## src/rtl/led_display_panel_rx_pkg.sv

```systemverilog
// Shared types and default geometry for the LED panel receive path.
package led_display_panel_rx_pkg;

    // One pixel colour, packed {r,g,b}.
    typedef logic [2:0] rgb_t;

    // Drain sequencer: upper half-row first, then lower half-row.
    typedef enum logic [1:0] {
        DRAIN_IDLE = 2'd0,
        DRAIN_TOP  = 2'd1,
        DRAIN_BOT  = 2'd2
    } drain_state_t;

    localparam int DEF_NUM_ROW_PIXELS = 32;
    localparam int DEF_NUM_COL_PIXELS = 64;

endpackage

```

## src/rtl/led_display_panel_rx_if.sv

```systemverilog
// Pixel stream carrying one replayed pixel per accepted transfer.
//
// Handshake: the master raises pix_valid_out with pix_x/y/rgb stable and keeps
// them unchanged until a cycle where pix_valid_out & pix_ready_in are both high
// at the rising clock edge; that edge is the transfer. The slave may change
// pix_ready_in freely and may depend combinationally on nothing from the master.
interface led_display_panel_rx_if #(
    parameter int X_W = 6,
    parameter int Y_W = 5
) ();
    logic           pix_valid_out;
    logic           pix_ready_in;
    logic [X_W-1:0] pix_x_out;
    logic [Y_W-1:0] pix_y_out;
    logic [2:0]     pix_rgb_out;

    modport master (
        output pix_valid_out, pix_x_out, pix_y_out, pix_rgb_out,
        input  pix_ready_in
    );

    modport slave (
        input  pix_valid_out, pix_x_out, pix_y_out, pix_rgb_out,
        output pix_ready_in
    );
endinterface

```

## src/rtl/led_display_panel_rx_sync.sv

```systemverilog
// Generic 2-FF synchroniser for a bundle of asynchronous inputs.
module led_display_panel_rx_sync #(
    parameter int W = 1
) (
    input  logic         clk_in,
    input  logic         n_reset_in,
    input  logic [W-1:0] d_in,
    output logic [W-1:0] q_out
);

    logic [W-1:0] meta_q;

    // Two flops in series; only the second stage is used downstream.
    always_ff @(posedge clk_in or negedge n_reset_in) begin
        if (!n_reset_in) begin
            meta_q <= '0;
            q_out  <= '0;
        end else begin
            meta_q <= d_in;
            q_out  <= meta_q;
        end
    end

endmodule

```

## src/rtl/led_display_panel_rx.sv

```systemverilog
// Receives the HUB75-style serial panel bus, captures one double-row per
// latch and replays it as a pixel stream (upper half-row, then lower).
module led_display_panel_rx
    import led_display_panel_rx_pkg::*;
#(
    parameter int SYS_CLK_FREQ   = 12_500_000,
    parameter int NUM_ROW_PIXELS = DEF_NUM_ROW_PIXELS,
    parameter int NUM_COL_PIXELS = DEF_NUM_COL_PIXELS,
    parameter int BCLK_FREQ      = 2_000_000,
    localparam int AW = $clog2(NUM_ROW_PIXELS / 2),
    localparam int XW = $clog2(NUM_COL_PIXELS),
    localparam int YW = $clog2(NUM_ROW_PIXELS)
) (
    input  logic                  clk_in,
    input  logic                  n_reset_in,
    input  logic                  bclk_in,
    input  logic                  lat_in,
    input  logic [AW-1:0]         addr_in,
    input  logic [2:0]            rgb_top_in,
    input  logic [2:0]            rgb_bot_in,
    led_display_panel_rx_if.master pix,
    output logic                  overrun_out,
    output logic                  length_err_out,
    output logic [15:0]           row_count_out,
    output drain_state_t          drain_state_out
);

    localparam int CW = $clog2(NUM_COL_PIXELS + 1);
    localparam int SW = AW + 8;
    localparam logic [CW-1:0] COL_CNT = CW'(NUM_COL_PIXELS);
    localparam logic [XW-1:0] X_MAX   = XW'(NUM_COL_PIXELS - 1);
    localparam logic [YW-1:0] Y_HALF  = YW'(NUM_ROW_PIXELS / 2);

    if (BCLK_FREQ > SYS_CLK_FREQ / 4) begin : g_bclk_chk
        $error("BCLK_FREQ must not exceed SYS_CLK_FREQ/4");
    end
    if ((NUM_ROW_PIXELS % 2) != 0) begin : g_row_chk
        $error("NUM_ROW_PIXELS must be even");
    end

    logic [SW-1:0] sync_q;
    logic          s_bclk, s_lat;
    logic [AW-1:0] s_addr;
    rgb_t          s_rgb_top, s_rgb_bot;

    led_display_panel_rx_sync #(.W(SW)) u_sync (
        .clk_in     (clk_in),
        .n_reset_in (n_reset_in),
        .d_in       ({bclk_in, lat_in, addr_in, rgb_top_in, rgb_bot_in}),
        .q_out      (sync_q)
    );
    assign {s_bclk, s_lat, s_addr, s_rgb_top, s_rgb_bot} = sync_q;

    logic          bclk_d, lat_d;
    logic          bclk_rise, lat_rise;
    logic [CW-1:0] cnt_q, cnt_nxt;
    rgb_t          cap_top_q [NUM_COL_PIXELS];
    rgb_t          cap_bot_q [NUM_COL_PIXELS];
    rgb_t          cap_top_nxt [NUM_COL_PIXELS];
    rgb_t          cap_bot_nxt [NUM_COL_PIXELS];
    rgb_t          hold_top [NUM_COL_PIXELS];
    rgb_t          hold_bot [NUM_COL_PIXELS];
    logic [AW-1:0] hold_addr;
    logic          start_q;
    logic          busy;
    drain_state_t  state_q, state_nxt;
    logic [XW-1:0] x_q;
    logic          accept;

    assign bclk_rise = s_bclk & ~bclk_d;
    assign lat_rise  = s_lat & ~lat_d;
    // A row handed over but not yet started still owns the hold registers.
    assign busy      = start_q | (state_q != DRAIN_IDLE);
    assign accept    = pix.pix_valid_out & pix.pix_ready_in;
    assign drain_state_out = state_q;

    // Capture view including this cycle's bit, so a same-cycle latch sees it.
    always_comb begin
        cap_top_nxt = cap_top_q;
        cap_bot_nxt = cap_bot_q;
        cnt_nxt     = cnt_q;
        if (bclk_rise && (cnt_q < COL_CNT)) begin
            cap_top_nxt[cnt_q[XW-1:0]] = s_rgb_top;
            cap_bot_nxt[cnt_q[XW-1:0]] = s_rgb_bot;
            cnt_nxt                    = cnt_q + CW'(1);
        end
    end

    // Capture registers, latch evaluation, hand-over to hold and status flags.
    always_ff @(posedge clk_in or negedge n_reset_in) begin
        if (!n_reset_in) begin
            bclk_d         <= 1'b0;
            lat_d          <= 1'b0;
            cnt_q          <= '0;
            cap_top_q      <= '{default: '0};
            cap_bot_q      <= '{default: '0};
            hold_top       <= '{default: '0};
            hold_bot       <= '{default: '0};
            hold_addr      <= '0;
            start_q        <= 1'b0;
            row_count_out  <= '0;
            overrun_out    <= 1'b0;
            length_err_out <= 1'b0;
        end else begin
            bclk_d    <= s_bclk;
            lat_d     <= s_lat;
            cap_top_q <= cap_top_nxt;
            cap_bot_q <= cap_bot_nxt;
            cnt_q     <= cnt_nxt;
            start_q   <= 1'b0;
            if (lat_rise) begin
                cnt_q <= '0;
                if (cnt_nxt != COL_CNT) begin
                    length_err_out <= 1'b1;
                end else if (busy) begin
                    overrun_out <= 1'b1;
                end else begin
                    hold_top      <= cap_top_nxt;
                    hold_bot      <= cap_bot_nxt;
                    hold_addr     <= s_addr;
                    row_count_out <= row_count_out + 16'd1;
                    start_q       <= 1'b1;
                end
            end
        end
    end

    // Drain state and column counter; the column moves only on a transfer.
    always_ff @(posedge clk_in or negedge n_reset_in) begin
        if (!n_reset_in) begin
            state_q <= DRAIN_IDLE;
            x_q     <= '0;
        end else begin
            state_q <= state_nxt;
            if (accept) begin
                x_q <= (x_q == X_MAX) ? '0 : x_q + XW'(1);
            end
        end
    end

    // Next drain state.
    always_comb begin
        state_nxt = state_q;
        case (state_q)
            DRAIN_IDLE: if (start_q)                state_nxt = DRAIN_TOP;
            DRAIN_TOP:  if (accept && x_q == X_MAX) state_nxt = DRAIN_BOT;
            DRAIN_BOT:  if (accept && x_q == X_MAX) state_nxt = DRAIN_IDLE;
            default:                                state_nxt = DRAIN_IDLE;
        endcase
    end

    // Pixel outputs decoded from state; all zero while idle.
    always_comb begin
        pix.pix_valid_out = 1'b0;
        pix.pix_x_out     = '0;
        pix.pix_y_out     = '0;
        pix.pix_rgb_out   = '0;
        case (state_q)
            DRAIN_TOP: begin
                pix.pix_valid_out = 1'b1;
                pix.pix_x_out     = x_q;
                pix.pix_y_out     = YW'(hold_addr);
                pix.pix_rgb_out   = hold_top[x_q];
            end
            DRAIN_BOT: begin
                pix.pix_valid_out = 1'b1;
                pix.pix_x_out     = x_q;
                pix.pix_y_out     = YW'(hold_addr) + Y_HALF;
                pix.pix_rgb_out   = hold_bot[x_q];
            end
            default: ;
        endcase
    end

endmodule

```

## src/flat_wrapper.sv

```systemverilog
// flat-port wrapper written by rule: the top's interface ports become plain ports
module led_display_panel_rx_flat import led_display_panel_rx_pkg::*;
#(
    parameter int SYS_CLK_FREQ   = 12_500_000,
    parameter int NUM_ROW_PIXELS = DEF_NUM_ROW_PIXELS,
    parameter int NUM_COL_PIXELS = DEF_NUM_COL_PIXELS,
    parameter int BCLK_FREQ      = 2_000_000,
    localparam int AW = $clog2(NUM_ROW_PIXELS / 2),
    localparam int XW = $clog2(NUM_COL_PIXELS),
    localparam int YW = $clog2(NUM_ROW_PIXELS)
)
  (clk_in, n_reset_in, bclk_in, lat_in, addr_in, rgb_top_in, rgb_bot_in, overrun_out, length_err_out, row_count_out, drain_state_out, pix_pix_valid_out, pix_pix_x_out, pix_pix_y_out, pix_pix_rgb_out, pix_pix_ready_in);
  led_display_panel_rx_if #(.X_W(6), .Y_W(5)) pix_i ();
  input  logic clk_in;
  input  logic n_reset_in;
  input  logic bclk_in;
  input  logic lat_in;
  input  logic [AW-1:0] addr_in;
  input  logic [2:0] rgb_top_in;
  input  logic [2:0] rgb_bot_in;
  output logic overrun_out;
  output logic length_err_out;
  output logic [15:0] row_count_out;
  output drain_state_t drain_state_out;
  output wire logic [$bits(pix_i.pix_valid_out)-1:0] pix_pix_valid_out;
  output wire logic [$bits(pix_i.pix_x_out)-1:0] pix_pix_x_out;
  output wire logic [$bits(pix_i.pix_y_out)-1:0] pix_pix_y_out;
  output wire logic [$bits(pix_i.pix_rgb_out)-1:0] pix_pix_rgb_out;
  input wire logic [$bits(pix_i.pix_ready_in)-1:0] pix_pix_ready_in;
  assign pix_pix_valid_out = pix_i.pix_valid_out;
  assign pix_pix_x_out = pix_i.pix_x_out;
  assign pix_pix_y_out = pix_i.pix_y_out;
  assign pix_pix_rgb_out = pix_i.pix_rgb_out;
  assign pix_i.pix_ready_in = pix_pix_ready_in;
  led_display_panel_rx #(.SYS_CLK_FREQ(SYS_CLK_FREQ), .NUM_ROW_PIXELS(NUM_ROW_PIXELS), .NUM_COL_PIXELS(NUM_COL_PIXELS), .BCLK_FREQ(BCLK_FREQ)) u_core (.clk_in(clk_in), .n_reset_in(n_reset_in), .bclk_in(bclk_in), .lat_in(lat_in), .addr_in(addr_in), .rgb_top_in(rgb_top_in), .rgb_bot_in(rgb_bot_in), .pix(pix_i), .overrun_out(overrun_out), .length_err_out(length_err_out), .row_count_out(row_count_out), .drain_state_out(drain_state_out));
endmodule
```

## config.mk

```make
export PLATFORM = sky130hd
export DESIGN_NAME = led_display_panel_rx_flat
export DESIGN_NICKNAME = d
export VERILOG_FILES = /design/src/rtl/led_display_panel_rx_pkg.sv /design/src/rtl/led_display_panel_rx_if.sv /design/src/rtl/led_display_panel_rx_sync.sv /design/src/rtl/led_display_panel_rx.sv /design/src/flat_wrapper.sv
export SDC_FILE = /design/constraint.sdc
export NUM_CORES = 1
export LEC_CHECK = 0
export CORE_MARGIN = 5
export CORE_UTILIZATION = 57
export DETAILED_ROUTE_END_ITERATION = 10
export DONT_BUFFER_PORTS = 1
export PLACE_DENSITY_LB_ADDON = 0.3
export SYNTH_ARGS = -nofsm -noshare
export SYNTH_HDL_FRONTEND = slang
export SYNTH_SLANG_ARGS = --single-unit
```

## constraint.sdc

```tcl
create_clock -name clk_in -period 2.4 [get_ports clk_in]
set_input_delay 0.36 -clock clk_in [delete_from_list [all_inputs] [get_ports clk_in]]
set_output_delay 0.36 -clock clk_in [all_outputs]
set_load 0.02 [all_outputs]
```

Word level (Yosys, flattened, before mapping)
Index checks and enable logic that the tools add are counted.
Widths: inputs -> output; s select.
{"block": "word_totals", "rom_bits": 0, "word_cells": 329, "out_inout_bits": 35, "latchBits": 0, "mem_bits_rw": 0, "n_memories": 0, "ff_bits": 832}
{"block": "classes", "addsub": 4, "n_shift": 0, "n_reduce_logical": 10, "mux": 26, "div": 0, "mul": 0, "bitwise_logic": 10, "n_eq_ne": 7, "order_cmp": 4}
{"cell": "$bwmux 192", "count": 2}
{"cell": "$mux 192", "count": 2}
{"cell": "$bmux 3 s6", "count": 2}
{"cell": "$demux 3 s6", "count": 1}
{"cell": "$add 16x1->16 const B", "count": 1}
{"cell": "$mux 3", "count": 5}
{"cell": "$ge 7x7->1 const B", "count": 2}
{"cell": "$mux 7", "count": 2}
{"cell": "$not 6->7", "count": 2}
{"cell": "$mux 6", "count": 2}
{"cell": "$pmux 5 s2", "count": 1}
{"cell": "$reduce_and 3->1", "count": 3}
{"cell": "$add 7x1->7 const B", "count": 1}
{"cell": "$lt 7x1->1 const B", "count": 1}
{"cell": "$lt 7x7->1 const B", "count": 1}
{"cell": "$ne 7x7->1 const B", "count": 1}
{"cell": "$add 6x1->6 const B", "count": 1}
{"cell": "$eq 6x6->1 const B", "count": 1}
{"cell": "$mux 2", "count": 3}
{"cell": "$ne 2x1->1 const B", "count": 3}
{"cell": "$pmux 2 s3", "count": 1}
{"cell": "$pmux 3 s2", "count": 1}
{"cell": "$add 4x5->5 const B", "count": 1}
{"cell": "$mux 1", "count": 4}
{"cell": "other kinds (10)", "count": 17}

Logic depth before layout (Yosys ltp)
{"block": "depth", "ltp_word": 7, "ltp_mapped": 12, "ltp_nobuf": 8}

Cells and area by module
From an unflattened synthesis, not the netlist that was laid out.
{"block": "unflattened", "hier_cells": 2190, "hier_area_um2": 35083.6}
{"module": "led_display_panel_rx", "seq_area_each_um2": 20219.4, "n_inst": 1, "cells_each": 2166, "area_each_um2": 34483.1}
{"module": "led_display_panel_rx_sync", "seq_area_each_um2": 600.6, "n_inst": 1, "cells_each": 24, "area_each_um2": 600.6}

Least setup slack after synthesis
Ideal clock, no wire load.
{"block": "synth_timing", "path_kind": "register to output", "startpoint": "register u_core.x_q[0]", "endpoint": "output port pix_pix_rgb_out[0]", "stages_incl_launch_ff": 8, "arrival_ps": 2236, "path_buffers": 2, "path_slack_ps": -196, "path_cell_list": "dfrtp_1 > buf_2 > buf_1 > mux4_2 > o21ai_0 > o211ai_1 > a22oi_1 > nand3_1"}
{"block": "synth_between", "elab_chain_len": 5, "elab_cells_between_ends": 8, "cone_classes": "mux: 7; bitwise: 1"}
{"element": "from (decl)", "line": "led_display_panel_rx.sv:67", "rtl": "logic [XW-1:0] x_q;"}
{"element": "from (signal assigned)", "line": "led_display_panel_rx.sv:136", "rtl": "x_q <= (x_q == X_MAX) ? '0 : x_q + XW'(1);"}
{"element": "$not 6->7 (not written as such) (*)", "line": "led_display_panel_rx.sv:163, led_display_panel_rx.sv:169"}
{"element": "$bmux 3 s6, on equally long branches", "line": "led_display_panel_rx.sv:169, led_display_panel_rx.sv:163"}
{"element": "$mux 3, on equally long branches (2 in series)", "line": "led_display_panel_rx.sv:169, led_display_panel_rx.sv:163"}
{"element": "$pmux 3 s2 (*)", "line": "led_display_panel_rx.sv:158", "rtl": "case (state_q)"}
{"element": "to (decl)", "line": "flat_wrapper.sv:28", "rtl": "output wire logic [$bits(pix_i.pix_rgb_out)-1:0] pix_pix_rgb_out;"}
Mark *: on every way between the ends. The rest lies on a longest branch, timed or not. The select of a mux whose other input is x is not followed.

Worst setup path after layout
Same ends and word-level chain as after synthesis.

==> metrics.cfg <==
[clock_tree]
ctsHtreeMaxLevel=3
cts_buffers=84
cts_sinks=832
clk_latency_ps=650
cts_root_buf=clkbuf_16
path_clk_slew_ps=70
cts.path.max_buffers=3
cts_tree=done
cts_hold_buf=13

[synthesis]
synth_top_area_share_pct=60.05
synth_top_area_cell=dfrtp_1
yosysSeqAreaShare_pct=60.05
ys_async_sr_fraction_pct=100.0
synth.distinct_cells=57
syn_inst=2926
synth_seq_cells=832
yosysWarnings=0
syn_area_per_cell_um2=11.85
synth-main-ff-cell=dfrtp_1
syn_nets=2949
synth_area_mm2=0.03467
synth_edf_count=0
synthTopCellsByArea=dfrtp_1 (60%), mux2_2 (14%), nand2_1 (12%)

[power_and_ir_drop]
p_clk_share_pct=47.1
p_per_area_mw_per_mm2=623.6
p_int_uw=22430
ir_drop_mv=0.6089
p_sw_uw=6469
p_leak_uw=0.02391
pwr-share-seq_pct=50.0
p_sw_share_pct=22.39
pwr-share-comb_pct=2.9
p_total_uw=28900

[route]
viasPerCell=6.406
ant_nets=0
drc=0
vias=25900
first_pass_iters=6
drt_iter0_drc=2947
routed_wl_mm=115.6
drt-wirelength-per-cell_um=28.58

[timing]
clock-skew-final_ps=35.74
max_freq_ghz=0.2792
min_period_over_period_pct=149.3
rsz0062_at_grt=yes
worstMarginPinSlew_ps=1921
setup_violations=440
whs_ps=-497.1
max_slew_margin_pct=-28.06
setup_ws_ps=-1182
drv_slew=438
final_hold_viol_count=832
final.min_clock_period_ps=3582

[hold_path]
holdCritPathClass=in -> async

[cells_and_area]
final_cell_mix=dfrtp_1 (823), nand2_1 (449), nand2_2 (414)
stdcell_area_mm2=0.04634
fin_util_pct=76.77
area_delta_synth_final_pct=33.64
nFillCells=3067
nets=3225
layout_commonest_cell=dfrtp_1
drive_gt1_share_pct=52.10
stdcell_count=4044

[placed_design]
hpwlAfterDp_mm=55.08
placed_cell_area_mm2=0.03684
placedCellCount=3747
place.gp.congestion=0.9487
port-buffer-count=0
pre_cts_slack_ps=-411.1

[worst_setup_path]
cpMaxStageDelayCell=mux4_2
cpPeakStageDelay_ps=510
r2r_cells=12
worstSetupStartpointType=flop
critPathKind=reg -> out
cp.required_ps=2040
worst_setup_path_end_kind=output pin
r2r_end=u_core.hold_bot[153]
critical_path.cell_chain=buf_12, mux4_2, mux2i_2, buf_4, o211ai_1, a22oi_1, buf_4, nand3_4, buf_12
arrival_ps=3220
rr_startpoint=u_core.cnt_q[0]
r2r_setup_slack_ps=-380
path_max_fanout=6

[floorplanning]
die_w_um=256.6
core_mm2=0.06036
die_h_um=256.6
row_count=90
ios=50
die-area_mm2=0.06586
initial_utilization_pct=57.44

[grt]
antenna_found_initial=0
grt-ovfl-total=0
grt_max_degree=833
grt_pass1_vias=26830
grt_pass1_wl_mm=159.1
grt_usage_pct=30.99

[outcome]
status=finished, violations left
violations=negative hold slack, max-slew violations, negative setup slack

[job]
maxCapViolCount=0

[layer usage]
layer / vias up / global-route usage [%] / routed length [um] / part of all wire (%)
li1: 10340 / - / - / -
met1: 13370 / 40.97 / 42350 / 37
met5: - / 0 / 0 / 0
met4: 0 / 14.84 / 8466 / 7.3
met3: 606 / 6.572 / 9886 / 8.6
met2: 1589 / 49.62 / 54860 / 47
[synth_stat cells (16+ instances only)]
library cell	instances
o21ai_0	16
mux2_2	438
a22oi_1	19
buf_2	43
dfrtp_1	832
mux4_2	77
nand2_1	1082
nand3_1	18
xnor2_1	21
nor2_1	45
mux2i_1	51
buf_4	25
clkbuf_1	91
[logic make-up (layout without fill, tap and decap cells)]
| family | Yosys count | in the layout | share of synthesized area, % |
|---|---|---|---|
| AO/OA/AOI/OAI | 88 | 88 | 1.790 |
| flip-flops | 832 | 832 | 60.05 |
| buffers and inverters | 180 | 515 | 2.418 |
| adder cells (fa/ha/maj) | 8 | 8 | 0.2887 |
| AND/OR/NAND/NOR | 1226 | 1226 | 14.07 |
| other | 0 | 1 | 0 |
| XOR/XNOR | 23 | 23 | 0.5810 |
| multiplexers | 569 | 569 | 20.80 |
[flip-flops by register name, summed over array words and instances, names as in the netlist, 2 cells and up]
register,count
u_core.cap_bot_q,192
u_core.cap_top_q,192
u_core.cnt_q,7
u_core.drain_state_out,2
u_core.hold_addr,4
u_core.hold_bot,192
u_core.hold_top,192
u_core.row_count_out,16
u_core.u_sync.meta_q,12
u_core.u_sync.q_out,12
u_core.x_q,6
[repair_timing]
item                                   in CTS  in global routing
gates cloned                               63                  7
endpoints found under the hold margin     848                832
setup endpoints to repair                 331                484
buffers inserted                           66                 44
pin swaps                                 205                478
resized for setup                         472                815
[critical path, delay by kind of cell (launching register included)]
| family | cells | cell delay, ps |
|---|---|---|
| multiplexers | 2 | 710 |
| flip-flops | 1 | 500 |
| AO/OA/AOI/OAI | 2 | 570 |
| AND/OR/NAND/NOR | 1 | 110 |
| buffers and inverters | 4 | 680 |
[through the flow]
| stage | setup TNS, ps | hold WS, ps |
|---|---|---|
| floorplan | 0 | 64.41 |
| global placement | -5981 | 147.8 |
| detailed placement | -15000 | 152.7 |
| CTS | -61890 | -522.0 |
| global route | -123960 | -516.5 |
| finish | -101120 | -497.1 |
[how the worst max path moves through the flow]
stage | start | end | cells after the start
2_1_floorplan | u_core.bclk_d | u_core.hold_bot[10] | 9
3_3_place_gp | u_core.x_q[0] | pix_pix_rgb_out[0] | 10
3_5_place_dp | u_core.x_q[0] | pix_pix_rgb_out[0] | 10
4_1_cts | u_core.x_q[0] | pix_pix_rgb_out[0] | 10
5_1_grt | u_core.x_q[0] | pix_pix_rgb_out[0] | 9
6_report | u_core.x_q[0] | pix_pix_rgb_out[0] | 9
[final cells by class]
type	instances	area, um^2	share of cell area (%)
sequential	832	20840	44.97
multi-input combinational	1914	16330	35.24
timing repair buffer	363	5329	11.50
clock buffer	118	2401	5.182
tap	782	978.4	2.112
clock inverter	27	405.4	0.8749
inverter	6	38.79	0.08371
timing repair inverter	1	16.27	0.03510
antenna	1	2.502	0.005401
[power groups by stage]
stage	sequential (uW)	clock, uW	combinational [uW]
finish	14400	13600	848
CTS	14400	13500	701
global route	14400	14200	873
floorplan	14600	0	432
detailed placement	14700	0	630
global placement	14700	0	598
Note: power is estimated with default switching activity, not from simulation.
